### config.mk
export PLATFORM = sky130hd
export DESIGN_NAME = ds1620_scheduler
export DESIGN_NICKNAME = d
export VERILOG_FILES = /design/src/rtl/ds1620_pkg.sv /design/src/rtl/ds1620_shifter.sv /design/src/rtl/ds1620_scheduler.sv
export SDC_FILE = /design/constraint.sdc
export NUM_CORES = 1
export LEC_CHECK = 0
export BUFFER_PORTS_ARGS = -buffer_cell sky130_fd_sc_hd__buf_2
export CORE_ASPECT_RATIO = 0.75
export CORE_UTILIZATION = 50
export CTS_CLUSTER_DIAMETER = 150
export CTS_CLUSTER_SIZE = 14
export DETAILED_ROUTE_END_ITERATION = 10
export GPL_ROUTABILITY_DRIVEN = 0
export PLACE_DENSITY = 0.62
export SYNTH_ARGS = -nofsm -noshare
export SYNTH_HDL_FRONTEND = slang
export SYNTH_HIERARCHICAL = 1
export SYNTH_SLANG_ARGS = --single-unit
### constraint.sdc
create_clock -name CLK_IN -period 3.3 [get_ports CLK_IN]
set_input_delay 0.165 -clock CLK_IN [delete_from_list [all_inputs] [get_ports CLK_IN]]
set_output_delay 0.165 -clock CLK_IN [all_outputs]
set_load 0.01 [all_outputs]
### src/rtl/ds1620_pkg.sv
// rtl/ds1620_pkg.sv - shared constants and state types for the DS1620 scheduler
package ds1620_pkg;

    localparam logic [7:0] CMD_WRITE_CONFIG  = 8'h0C;
    localparam logic [7:0] CMD_START_CONVERT = 8'hEE;
    localparam logic [7:0] CMD_READ_CONFIG   = 8'hAC;
    localparam logic [7:0] CMD_READ_TEMP     = 8'hAA;
    localparam logic [7:0] CFG_VALUE         = 8'h03;
    localparam int         DONE_BIT          = 7;

    typedef enum logic [2:0] {
        INIT_CFG,
        IDLE,
        CONV,
        POLL,
        READ_T,
        GAP
    } sched_state_t;

    typedef enum logic [1:0] {
        PH_IDLE,
        PH_LEAD,
        PH_BITS,
        PH_TAIL
    } shift_phase_t;

endpackage

### src/rtl/ds1620_shifter.sv
// rtl/ds1620_shifter.sv - three-wire serial framing: command, optional write byte, optional read bits
module ds1620_shifter
    import ds1620_pkg::*;
#(
    parameter int CLK_DIV = 4
) (
    input  logic       clk,
    input  logic       rst_n,
    input  logic [7:0] cmd,
    input  logic [7:0] wr_data,
    input  logic [3:0] n_wr,
    input  logic [3:0] n_rd,
    input  logic       go,
    input  logic       dq_in,
    output logic [8:0] rd_data,
    output logic       done,
    output logic       sclk,
    output logic       xact_en,
    output logic       dq_out,
    output logic       dq_oe
);

    localparam int CW = (CLK_DIV > 2) ? $clog2(CLK_DIV) : 1;

    shift_phase_t  phase, phase_next;
    logic [CW-1:0] cnt;
    logic [4:0]    bit_idx;
    logic [4:0]    next_idx;
    logic          high_half;
    logic [15:0]   tx_word;
    logic [4:0]    n_out;
    logic [4:0]    n_total;
    logic          half_end;
    logic          last_bit;

    assign half_end = (cnt == CW'(CLK_DIV - 1));
    assign last_bit = (bit_idx == n_total - 5'd1);
    assign next_idx = (phase == PH_LEAD) ? 5'd0 : bit_idx + 5'd1;
    assign done     = (phase == PH_TAIL) && half_end;
    assign xact_en  = (phase != PH_IDLE);

    // Framing phase register; leaving IDLE is what raises the enable line.
    always_ff @(posedge clk or negedge rst_n) begin
        if (!rst_n) phase <= PH_IDLE;
        else        phase <= phase_next;
    end

    // Phase sequencing: lead-in, bit cells, tail, each measured in half-periods.
    always_comb begin
        phase_next = phase;
        case (phase)
            PH_IDLE: if (go)                               phase_next = PH_LEAD;
            PH_LEAD: if (half_end)                         phase_next = PH_BITS;
            PH_BITS: if (half_end && high_half && last_bit) phase_next = PH_TAIL;
            PH_TAIL: if (half_end)                         phase_next = PH_IDLE;
            default:                                       phase_next = PH_IDLE;
        endcase
    end

    // Bit timing and data path; data only moves on the falling serial-clock edge.
    always_ff @(posedge clk or negedge rst_n) begin
        if (!rst_n) begin
            cnt       <= '0;
            bit_idx   <= '0;
            high_half <= 1'b0;
            tx_word   <= '0;
            n_out     <= '0;
            n_total   <= '0;
            rd_data   <= '0;
            sclk      <= 1'b1;
            dq_out    <= 1'b0;
            dq_oe     <= 1'b0;
        end else begin
            cnt <= (phase == PH_IDLE || half_end) ? '0 : cnt + CW'(1);
            case (phase)
                PH_IDLE: begin
                    sclk <= 1'b1;
                    if (go) begin
                        tx_word   <= {wr_data, cmd};
                        n_out     <= 5'd8 + {1'b0, n_wr};
                        n_total   <= 5'd8 + {1'b0, n_wr} + {1'b0, n_rd};
                        bit_idx   <= '0;
                        high_half <= 1'b0;
                        rd_data   <= '0;
                    end
                end
                PH_LEAD, PH_BITS: begin
                    if (half_end) begin
                        if (phase == PH_BITS && !high_half) begin
                            sclk      <= 1'b1;
                            high_half <= 1'b1;
                            if (bit_idx >= n_out)
                                rd_data <= rd_data | (9'(dq_in) << (bit_idx - n_out));
                        end else if (phase == PH_LEAD || !last_bit) begin
                            sclk      <= 1'b0;
                            high_half <= 1'b0;
                            bit_idx   <= next_idx;
                            if (next_idx < n_out) begin
                                dq_oe  <= 1'b1;
                                dq_out <= tx_word[next_idx[3:0]];
                            end else begin
                                dq_oe  <= 1'b0;
                            end
                        end
                    end
                end
                PH_TAIL: if (half_end) dq_oe <= 1'b0;
                default: sclk <= 1'b1;
            endcase
        end
    end

endmodule

### src/rtl/ds1620_scheduler.sv
// rtl/ds1620_scheduler.sv - DS1620 configure/convert/poll/read sequencer
module ds1620_scheduler
    import ds1620_pkg::*;
#(
    parameter int CLK_DIV       = 4,
    parameter int SAMPLE_PERIOD = 100000,
    parameter int MAX_POLLS     = 255
) (
    input  logic       CLK_IN,
    input  logic       CLR_N,
    input  logic       START,
    input  logic       DQ_IN,
    output logic       CLK_OUT,
    output logic       RST,
    output logic       DQ_OUT,
    output logic       TRI_EN,
    output logic [8:0] TEMP,
    output logic       TEMP_VALID,
    output logic       BUSY,
    output logic       ERR
);

    sched_state_t state, state_next, gap_next;
    logic         issued;
    logic         go;
    logic         xact_done;
    logic [7:0]   sh_cmd, sh_wr;
    logic [3:0]   sh_nwr, sh_nrd;
    logic [8:0]   rd_data;
    logic [15:0]  gap_cnt;
    logic         gap_end;
    logic [15:0]  poll_cnt;
    logic [31:0]  timer;
    logic         tick;
    logic         req;
    logic         pending;
    logic         conv_entry;
    logic         poll_ready;
    logic         poll_timeout;

    assign gap_end      = (gap_cnt == 16'(2 * CLK_DIV - 1));
    assign tick         = (SAMPLE_PERIOD != 0) && (timer == 32'(SAMPLE_PERIOD - 1));
    assign req          = START || tick;
    assign conv_entry   = (state_next == CONV) && (state != CONV);
    assign poll_ready   = rd_data[DONE_BIT];
    assign poll_timeout = !poll_ready && ((poll_cnt + 16'd1) >= 16'(MAX_POLLS));
    assign go           = !issued && (state == INIT_CFG || state == CONV ||
                                      state == POLL || state == READ_T);
    assign BUSY         = (state != IDLE);

    ds1620_shifter #(.CLK_DIV(CLK_DIV)) u_shifter (
        .clk     (CLK_IN),
        .rst_n   (CLR_N),
        .cmd     (sh_cmd),
        .wr_data (sh_wr),
        .n_wr    (sh_nwr),
        .n_rd    (sh_nrd),
        .go      (go),
        .dq_in   (DQ_IN),
        .rd_data (rd_data),
        .done    (xact_done),
        .sclk    (CLK_OUT),
        .xact_en (RST),
        .dq_out  (DQ_OUT),
        .dq_oe   (TRI_EN)
    );

    // Sequencer state register; reset always lands in the configuration write.
    always_ff @(posedge CLK_IN or negedge CLR_N) begin
        if (!CLR_N) state <= INIT_CFG;
        else        state <= state_next;
    end

    // Transaction contents per state, next-state, and pending-request hand-off at GAP exit.
    always_comb begin
        sh_cmd     = CMD_START_CONVERT;
        sh_wr      = 8'h00;
        sh_nwr     = 4'd0;
        sh_nrd     = 4'd0;
        state_next = state;
        case (state)
            INIT_CFG: begin
                sh_cmd = CMD_WRITE_CONFIG;
                sh_wr  = CFG_VALUE;
                sh_nwr = 4'd8;
                if (xact_done) state_next = GAP;
            end
            IDLE:   if (req || pending) state_next = CONV;
            CONV:   if (xact_done) state_next = GAP;
            POLL: begin
                sh_cmd = CMD_READ_CONFIG;
                sh_nrd = 4'd8;
                if (xact_done) state_next = GAP;
            end
            READ_T: begin
                sh_cmd = CMD_READ_TEMP;
                sh_nrd = 4'd9;
                if (xact_done) state_next = GAP;
            end
            GAP: begin
                if (gap_end) begin
                    if (gap_next == IDLE && (req || pending)) state_next = CONV;
                    else                                       state_next = gap_next;
                end
            end
            default: state_next = INIT_CFG;
        endcase
    end

    // Bookkeeping: issue-once flag, gap timing, poll counting, timer, pending, results.
    always_ff @(posedge CLK_IN or negedge CLR_N) begin
        if (!CLR_N) begin
            issued     <= 1'b0;
            gap_cnt    <= '0;
            gap_next   <= IDLE;
            poll_cnt   <= '0;
            timer      <= '0;
            pending    <= 1'b0;
            TEMP       <= '0;
            TEMP_VALID <= 1'b0;
            ERR        <= 1'b0;
        end else begin
            if (xact_done)  issued <= 1'b0;
            else if (go)    issued <= 1'b1;

            gap_cnt <= (state == GAP) ? gap_cnt + 16'd1 : '0;

            if (conv_entry || tick)        timer <= '0;
            else if (SAMPLE_PERIOD != 0)   timer <= timer + 32'd1;

            if (conv_entry)                pending <= 1'b0;
            else if (req && state != IDLE) pending <= 1'b1;

            if (conv_entry) poll_cnt <= '0;

            TEMP_VALID <= 1'b0;
            if (xact_done) begin
                case (state)
                    CONV:   gap_next <= POLL;
                    POLL: begin
                        poll_cnt <= poll_cnt + 16'd1;
                        if (poll_ready) begin
                            gap_next <= READ_T;
                        end else if (poll_timeout) begin
                            gap_next <= IDLE;
                            ERR      <= 1'b1;
                        end else begin
                            gap_next <= POLL;
                        end
                    end
                    READ_T: begin
                        gap_next   <= IDLE;
                        TEMP       <= rd_data;
                        TEMP_VALID <= 1'b1;
                        ERR        <= 1'b0;
                    end
                    default: gap_next <= IDLE;
                endcase
            end
        end
    end

endmodule

[After elaboration in Yosys (flattened, before gate mapping)]
Cells that the tools add are included.
Operators by class
  add/subtract/negate cells: 9
  $lt $le $gt $ge: 4
  equality and inequality tests: 28
  shifts and indexed selects: 1
  mux-type cells: 57
  bitwise gates (word level): 2
  reduce and logical (&&, ||, !) cells: 41
Operators by type and width (count)
  16-bit two-way mux: 4
  9-bit two-way mux: 4
  16-bit by 1-bit adder with 16-bit output, second input constant: 2
  32-bit by 1-bit adder with 32-bit output, second input constant: 1
  32-bit by 17-bit equality test with 1-bit output, second input constant: 1
  32-bit two-way mux: 1
  5-bit two-way mux: 5
  8-bit one-hot mux with 3 select lines: 1
  5-bit AND reduction: 4
  1-bit two-way mux: 18
  9-bit one-hot mux with 2 select lines: 1
  16-bit by 3-bit equality test with 1-bit output, second input constant: 1
  16-bit by 8-bit >= comparator with 1-bit output, second input constant: 1
  3-bit two-way mux: 5
  2-bit two-way mux: 7
  2-bit by 1-bit inequality test with 1-bit output, second input constant: 7
  4-bit AND reduction: 3
  2-bit nonzero test: 6
  5-bit one-hot mux with 2 select lines: 1
  3-bit by 2-bit equality test with 1-bit output, second input constant: 3
  1-bit logical AND: 9
  9-bit OR: 1
  3-bit one-hot mux with 3 select lines: 1
  1-bit by 5-bit << shifter with 9-bit output: 1
  other kinds (32): 54
Word-level totals
  flip-flop bits (word level): 131
  input bits: 4
  output and inout port bits: 16
  word-level logic and storage cells: 163

[Longest topological paths before layout]
Gate-level depths: netlist of run 1.
  word-level depth: 12
  mapped depth: 12
  gate-level depth less buffers: 11

[Modules after synthesis]
The synthesis of run 1 kept the hierarchy.
By module, submodules not included
  ds1620_scheduler: times used 1, cells an instance 466, area each 4404.2 um^2, seq. area each 2078.2 um^2
  ds1620_shifter: times used 1, cells an instance 265, area each 2798.9 um^2, seq. area each 1202.4 um^2

[Worst setup path before layout of run 1]
OpenSTA, ideal clock, no wires.
  path kind: reg-to-reg
  from: register u_shifter.phase[1]
  to: register u_shifter.dq_out
  library setup time: 0.128 ns
  arrival time: 2.538 ns
  required time: 3.172 ns
  setup slack: 0.635 ns
  cell stages (with the launch flop): 11
  path buffers: 1
  clock period less this slack: 2.665 ns
  path through: dfrtp_1 > inv_1 > ha_1 > clkbuf_1 > nor2b_1 > ha_1 > a21o_1 > a21o_1 > maj3_2 > a211oi_2 > mux2_1
On the way
  cells in the longest elaborated chain, start to end: 4
  elaborated cells on any way between the ends: 11
  those cells by class: 1 x order compare; 2 x eq/ne; 3 x mux; 1 x bitwise; 4 x reduce/logical
RTL lines
  start, declared: RTL line ds1620_shifter.sv:25  | shift_phase_t phase, phase_next;
  start signal, assigned: RTL line ds1620_shifter.sv:45  | else phase <= phase_next;
  2-bit by 1-bit equality test with 1-bit output or 2-bit equality test (tied branches)
  5-bit two-way mux or 1-bit logical AND (tied branches): RTL line ds1620_shifter.sv:38, ds1620_shifter.sv:89
  5-bit < comparator (tied with other cells): RTL line ds1620_shifter.sv:98  | if (next_idx < n_out) begin
  5-bit AND reduction (no source line) or 1-bit two-way mux (tied branches)
  end signal, assigned: RTL line ds1620_shifter.sv:100  | dq_out <= tx_word[next_idx[3:0]];
  end, declared: RTL line ds1620_shifter.sv:19  | output logic dq_out,
Several ways; a longest one is shown, not always the timed one. The select of a mux whose other input is x is not followed.
A chain may end at the register's enable or synchronous reset.

[Worst setup path after layout of run 1]
  from: register u_shifter.bit_idx[1]
  to: register u_shifter.dq_out
On the way
  cells in the longest elaborated chain, start to end: 4
  elaborated cells on any way between the ends: 9
  those cells by class: 1 x add/sub; 1 x order compare; 1 x eq/ne; 3 x mux; 3 x reduce/logical
RTL lines
  start, declared: RTL line ds1620_shifter.sv:27  | logic [4:0] bit_idx;
  start signal, assigned: RTL line ds1620_shifter.sv:97  | bit_idx <= next_idx;
  5-bit by 1-bit adder with 5-bit output or 5-bit equality test (tied branches): RTL line ds1620_shifter.sv:38, ds1620_shifter.sv:37
  5-bit two-way mux or 1-bit zero test (tied branches): RTL line ds1620_shifter.sv:38, ds1620_shifter.sv:94
  5-bit < comparator (tied with other cells): RTL line ds1620_shifter.sv:98
  5-bit AND reduction (no source line) or 1-bit two-way mux (tied branches)
Several ways; a longest one is shown, not always the timed one. The select of a mux whose other input is x is not followed.

==> results of run 1 <==
[routing by layer]
layer  routed length, µm  up-vias  share of wire  track usage
li1                    -     2603              -            -
met1                7260     2561           0.51        0.311
met2                6140      118           0.43        0.317
met3                 598       18          0.042       0.0459
met4                 201        0          0.014       0.0722
met5                   0        -              0            0
[logic make-up (layout without fill, tap and decap cells)]
group	after synthesis	after routing	synth area share
adder cells (fa/ha/maj)	26	26	0.0471
XOR/XNOR	72	72	0.0875
flip-flops	131	131	0.455
other	2	18	0.00104
AND/OR/NAND/NOR	297	297	0.209
multiplexers	37	37	0.0587
AO/OA/AOI/OAI	108	108	0.103
buffers and inverters	58	92	0.0375
[per-stage QoR]
step | area [µm²] | hold slack (ns) | worst slack (ns) | instances | total power [µW]
6_report | 8090 | 0.0629 | 0.460 | 956 | 3770
3_5_place_dp | 7490 | 0.251 | 0.491 | 923 | 1940
5_1_grt | 8090 | 0.0703 | 0.381 | 956 | 3940
4_1_cts | 8090 | 0.0451 | 0.480 | 956 | 3810
3_3_place_gp | 7490 | 0.256 | 0.588 | 923 | 1940
2_1_floorplan | 7260 | -0.131 | 0.635 | 747 | 1860
[flip-flops by register name, summed over array words and instances, names as in the netlist, 5 cells and up]
signal / flops
timer: 32
gap_cnt: 16
poll_cnt: 16
u_shifter/tx_word: 16
TEMP: 9
u_shifter/rd_data: 9
u_shifter/bit_idx: 5
u_shifter/n_out: 5
u_shifter/n_total: 5
[power by group through the flow]
stage | Sequential [µW] | Clock, µW | Combinational, µW
2_1_floorplan | 1680 | 0 | 186
3_3_place_gp | 1680 | 0 | 253
3_5_place_dp | 1680 | 0 | 259
4_1_cts | 1660 | 1900 | 261
5_1_grt | 1660 | 1980 | 298
6_report | 1660 | 1850 | 260
[tightest hold or removal path: stages]
cell and delay, ns:
buf_2 0.11, nand2_1 0.07, o41ai_1 0.08
[final timing paths]
path,to,depth (start not counted),slack [ns],startpoint
worst max-delay path,u_shifter/dq_out$_DFFE_PN0P_,8,0.46,u_shifter/bit_idx[1]$_DFFE_PN0P_
worst min-delay path,u_shifter/rd_data[8]$_DFFE_PN0P_,3,0.06,DQ_IN
worst max register to register,u_shifter/dq_out$_DFFE_PN0P_,8,0.46,u_shifter/bit_idx[1]$_DFFE_PN0P_
worst min register to register,u_shifter/cnt[0]$_DFF_PN0_,1,0.44,u_shifter/cnt[0]$_DFF_PN0_
max in group asynchronous,gap_next[0]$_DFFE_PN1P_,3,2.05,CLR_N
min in group asynchronous,u_shifter/cnt[0]$_DFF_PN0_,2,0.34,CLR_N
[area by class of cell]
class | instances | area, µm² | area share
multi-input cells | 558 | 3710 | 0.459
flip-flops and latches | 131 | 3280 | 0.406
clock buffers | 23 | 488 | 0.0603
inverters | 33 | 124 | 0.0153
well taps | 175 | 219 | 0.0271
repair buffers | 27 | 160 | 0.0198
clock inverters | 9 | 103 | 0.0127
[cells in the mapped netlist, types with 4 or more instances]
library cell	number	area share
nand2_1	62	0.032
inv_1	33	0.017
dfrtp_1	129	0.45
nand3_1	34	0.024
nor2_1	99	0.052
mux2_2	31	0.048
nand4_1	14	0.012
and4_1	7	0.0085
and3_1	13	0.011
or3_1	5	0.0043
nor4_1	4	0.0035
ha_1	23	0.040
xor2_1	47	0.057
xnor2_1	25	0.030
o22ai_1	4	0.0035
a21oi_1	18	0.013
nand2b_1	8	0.0069
a32o_1	4	0.0056
nor3_1	16	0.011
a21o_1	8	0.0083
buf_2	9	0.0063
clkbuf_1	10	0.0052
and2_1	6	0.0052
mux2i_1	4	0.0056
o31ai_1	6	0.0063
o21ai_0	29	0.020
buf_6	4	0.0063
==> impl_metrics.csv, run 1 <==
group,metric,value,unit
outcome,status,"complete, no violations",
clock_network,numCtsBuffers,17,
timing,rsz0062_at_grt,"no",
global_route,grt_usage,0.214,
yosys,synth_flop_cell,"dfrtp_1",
detailed_routing,drc,0,
global_route,antenna_found_initial,0,
place,hpwl,10100,µm
worst_setup_path,slowest_stage,"dfrtp_1",
power_and_ir_drop,power.density,466,nW/µm²
worst_setup_path,crit_family,"adder cells",
finish,diodes,0,
die,row_count,37,
hold_path,hold_path.class,"in2reg",
timing,min_period_over_period,0.861,
yosys,ys_async_sr_fraction,1.00,
detailed_routing,postRouteAntennaNets,0,
timing,fin_tns_setup,0,ns
worst_setup_path,cp_slowest_stage_delay,0.47,ns
global_route,grt_pass1_wl,25200,µm
yosys,yosys_warnings,6,
worst_setup_path,endpoint_kind,"flip-flop",
worst_setup_path,cp.required,3.59,ns
power_and_ir_drop,p_leak,0.00368,µW
die,core-area,13900,µm²
clock_network,clock_latency,0.41,ns
finish,area_growth,12.3,%
power_and_ir_drop,swShare,0.225,
timing,setup_viol,0,
clock_network,clock-root-buffer,"clkbuf_16",
finish,final_common_cell,"dfrtp_1",
detailed_routing,wl_per_cell,14.9,µm
clock_network,h-tree-depth,4,
finish,nFillCells,1217,
finish,final_cell_mix,"dfrtp_1, nor2_1, nand2_1",
timing,timing.fmax,0.352,GHz
yosys,avgSynthCellArea,9.85,µm²
power_and_ir_drop,switchingPower,850,µW
timing,slew_violations,0,
clock_network,cts_buffer_depth,2,
global_route,grt_pass1_vias,5209,
power_and_ir_drop,p_int,2920,µW
finish,nets,797,
power_and_ir_drop,peakVddDrop,0.000348,V
timing,tightest_slew,0.945,ns
detailed_routing,routed_wl,14200,µm
die,num_io_pins,20,
worst_setup_path,cp.arrival,3.13,ns
detailed_routing,first_pass_iters,7,
clock_network,cts.sinks,131,
finish,drive_gt1_frac,0.143,
power_and_ir_drop,p_comb_frac,0.069,
yosys,synth_edf_count,0,
global_route,grt_max_degree,55,
yosys,postSynthCellCount,731,
finish,utilization,0.582,
worst_setup_path,critical_path.cell_chain,"ha_1 -> nor2b_1 -> ha_1 -> a21o_1 -> a21o_1 -> maj3_2 -> a211oi_2 -> mux2_1",
timing,skew,0.00816,ns
yosys,netlist_area,7200,µm²
timing,finalCriticalPeriod,2.84,ns
job,maxCapViolCount,0,
place,io_buffers,19,
die,start_util,0.519,
die,die_w,141,µm
worst_setup_path,cp-start-kind,"flip-flop",
clock_network,cts_setup_buffers,0,
power_and_ir_drop,power_frac_seq,0.440,
power_and_ir_drop,clock_power_share,0.491,
worst_setup_path,path_class,"reg2reg",
yosys,ys_seq_elements,131,
timing,finalHoldViolations,0,
yosys,synth.distinct_cells,80,
clock_network,clkTransAtPathRegs,0.05,ns
detailed_routing,drt_iter0_drc,393,
clock_network,ctsHoldBuffers,1,
global_route,grt_overflow,0,
die,fp.dieH,106,µm
yosys,ys_seq_area_frac,0.455,
clock_network,cts-resized-gates,0,
detailed_routing,via_count,5300,
die,dieArea,14900,µm²
clock_network,tritoncts,"built",
detailed_routing,via_per_inst,5.54,
timing,slew_headroom,0.369,
worst_setup_path,cp.buffers_inverters,0,
worst_setup_path,worst-path-max-fanout,6,
(Power assumes the default switching activity.)
==> run 2, diff against run 1 <==
--- a/config.mk
+++ b/config.mk
@@ -6,13 +6,13 @@
 export NUM_CORES = 1
 export LEC_CHECK = 0
 export BUFFER_PORTS_ARGS = -buffer_cell sky130_fd_sc_hd__buf_2
-export CORE_ASPECT_RATIO = 0.75
-export CORE_UTILIZATION = 50
+export CORE_ASPECT_RATIO = 1.5
+export CORE_UTILIZATION = 42
 export CTS_CLUSTER_DIAMETER = 150
 export CTS_CLUSTER_SIZE = 14
 export DETAILED_ROUTE_END_ITERATION = 10
 export GPL_ROUTABILITY_DRIVEN = 0
-export PLACE_DENSITY = 0.62
+export PLACE_DENSITY = 0.53
 export SYNTH_ARGS = -nofsm -noshare
 export SYNTH_HDL_FRONTEND = slang
 export SYNTH_HIERARCHICAL = 1
==> run 2 against run 1 <==
Net effect: via count decreased by 0.15%; die area rose by 19%; clock skew rose by 0.0049 ns; utilization decreased by 9.9 points; critical path depth unchanged; setup slack improved by 0.075 ns; routed wire length increased by 3.1%; final area rose by 0.23%; clock power decreased by 3%; cell count increased by 3.5%; critical path type unchanged; critical endpoint unchanged.
==> impl_metrics.csv, run 2 (same netlist as run 1, synthesis figures left out) <==
group,metric,value,unit
global_route,antenna_found_initial,1,
detailed_routing,drt_iter0_drc,293,
finish,area_growth,12.5,%
timing,fin_ws,0.535,ns
clock_network,cts_setup_buffers,0,
die,start_util,0.430,
clock_network,numCtsBuffers,17,
finish,diodes,0,
timing,slew_headroom,0.497,
worst_setup_path,critical_path.cell_chain,"ha_1 -> nor2b_1 -> ha_1 -> a21o_1 -> a21o_1 -> maj3_2 -> a211oi_2 -> mux2_1",
worst_setup_path,cp_slowest_stage_delay,0.48,ns
die,core-area,16800,µm²
timing,slew_violations,0,
die,num_io_pins,20,
finish,nets,795,
power_and_ir_drop,power.density,457,nW/µm²
power_and_ir_drop,power_frac_seq,0.447,
worst_setup_path,path_class,"reg2reg",
die,die_w,109,µm
worst_setup_path,worst-path-max-fanout,6,
place,hpwl,10300,µm
detailed_routing,routed_wl,14600,µm
clock_network,clock_latency,0.42,ns
clock_network,clkTransAtPathRegs,0.06,ns
finish,nFillCells,1546,
outcome,status,"complete, no violations",
global_route,grt_overflow,0,
die,dieArea,17700,µm²
global_route,grt_max_degree,81,
worst_setup_path,cp.required,3.60,ns
global_route,grt_pass1_wl,25700,µm
power_and_ir_drop,p_comb_frac,0.070,
place,place_area,7530,µm²
die,row_count,58,
job,maxCapViolCount,0,
place,place_inst,956,
worst_setup_path,slowest_stage,"dfrtp_1",
hold_path,holdPathStages,3,
timing,timing.fmax,0.362,GHz
worst_setup_path,worstRegToRegCells,8,
place,place_ws,0.556,ns
worst_setup_path,cp.arrival,3.06,ns
detailed_routing,first_pass_iters,4,
finish,final_cells,989,
place,io_buffers,19,
detailed_routing,wl_per_cell,14.8,µm
finish,final_cell_mix,"dfrtp_1, nor2_1, nand2_1",
timing,setup_viol,0,
power_and_ir_drop,peakVddDrop,0.000315,V
worst_setup_path,cp-start-kind,"flip-flop",
finish,drive_gt1_frac,0.144,
clock_network,cts_buffer_depth,2,
clock_network,cts.sinks,131,
finish,largest_reg_flops,32,
detailed_routing,drc,0,
power_and_ir_drop,p_leak,0.00365,µW
finish,top_register,"timer",
detailed_routing,via_per_inst,5.35,
timing,finalHoldViolations,0,
timing,fin_tns_setup,0,ns
power_and_ir_drop,swShare,0.244,
die,fp.dieH,162,µm
global_route,grt_pass1_vias,5452,
power_and_ir_drop,switchingPower,903,µW
finish,fin_area,8110,µm²
timing,rsz0062_at_grt,"no",
timing,fin_hold_ws,0.0392,ns
power_and_ir_drop,p_int,2800,µW
clock_network,h-tree-depth,4,
hold_path,hold_path.class,"in2reg",
clock_network,clock-root-buffer,"clkbuf_16",
timing,skew,0.0130,ns
detailed_routing,postRouteAntennaNets,0,
detailed_routing,via_count,5292,
timing,finalCriticalPeriod,2.76,ns
worst_setup_path,endpoint_kind,"flip-flop",
power_and_ir_drop,clock_power_share,0.483,
timing,tightest_slew,0.754,ns
finish,final_common_cell,"dfrtp_1",
clock_network,tritoncts,"built",
global_route,grt_usage,0.185,
timing,min_period_over_period,0.838,
## run 2: changes by cell type in the layout (fill, tap and decap cells not counted)
cell	change
clkbuf_8	-2
clkinvlp_4	+4
clkbuf_1	-2
bufinv_16	-1
buf_4	-4
buf_12	+1
buf_6	+1
clkinv_4	+1
## run 2: path summary, 6_finish.rpt
path / start / endpoint / slack (ns)
worst max-delay path: u_shifter/bit_idx[1]$_DFFE_PN0P_ / u_shifter/dq_out$_DFFE_PN0P_ / 0.54
worst max register to register: u_shifter/bit_idx[1]$_DFFE_PN0P_ / u_shifter/dq_out$_DFFE_PN0P_ / 0.54
worst min-delay path: DQ_IN / u_shifter/rd_data[8]$_DFFE_PN0P_ / 0.04
worst min register to register: u_shifter/cnt[0]$_DFF_PN0_ / u_shifter/cnt[0]$_DFF_PN0_ / 0.44
min in group asynchronous: CLR_N / u_shifter/rd_data[4]$_DFFE_PN0P_ / 0.35
max in group asynchronous: CLR_N / timer[26]$_DFF_PN0_ / 2.22
## run 2: metal layers
metal	vias to the layer above	part of all wire	wire [µm]	GRT usage
li1	2600	-	-	-
met1	2614	0.44	6500	0.214
met2	62	0.52	7570	0.327
met3	14	0.025	361	0.0436
met4	2	0.013	189	0.0651
met5	-	0.00068	10	0
## run 2: timing repair
action / in CTS / in global routing
hold endpoints to repair: 77 / 0
hold buffers: 1 / 0
resized for setup: 0 / 0
## run 2: area by class of cell
class | instances | area (µm²) | share of cell area
Multi-Input combinational cell | 558 | 3710 | 0.458
Sequential cell | 131 | 3280 | 0.405
Clock buffer | 19 | 453 | 0.0559
Tap cell | 210 | 263 | 0.0324
Timing Repair Buffer | 25 | 161 | 0.0199
Inverter | 33 | 124 | 0.0153
Clock inverter | 13 | 111 | 0.0137
## run 2: critical path, delay by kind of cell (launching register included)
family	cells	cell delay, ns
AO/OA/AOI/OAI	3	0.60
adder cells (fa/ha/maj)	3	0.99
flip-flops	1	0.48
multiplexers	1	0.34
AND/OR/NAND/NOR	1	0.24
## run 2: power by group through the flow
stage / combinational [µW] / clock, µW / sequential (µW)
6_report: 261 / 1790 / 1660
3_5_place_dp: 262 / 0 / 1680
2_1_floorplan: 186 / 0 / 1680
3_3_place_gp: 258 / 0 / 1680
5_1_grt: 300 / 1910 / 1660
4_1_cts: 264 / 1840 / 1660
## run 2: metrics by stage
step,power [µW],utilization
floorplan,1860,-
global placement,1940,0.449
detailed placement,1950,0.449
CTS,3760,0.484
global route,3870,0.484
finish,3710,0.484
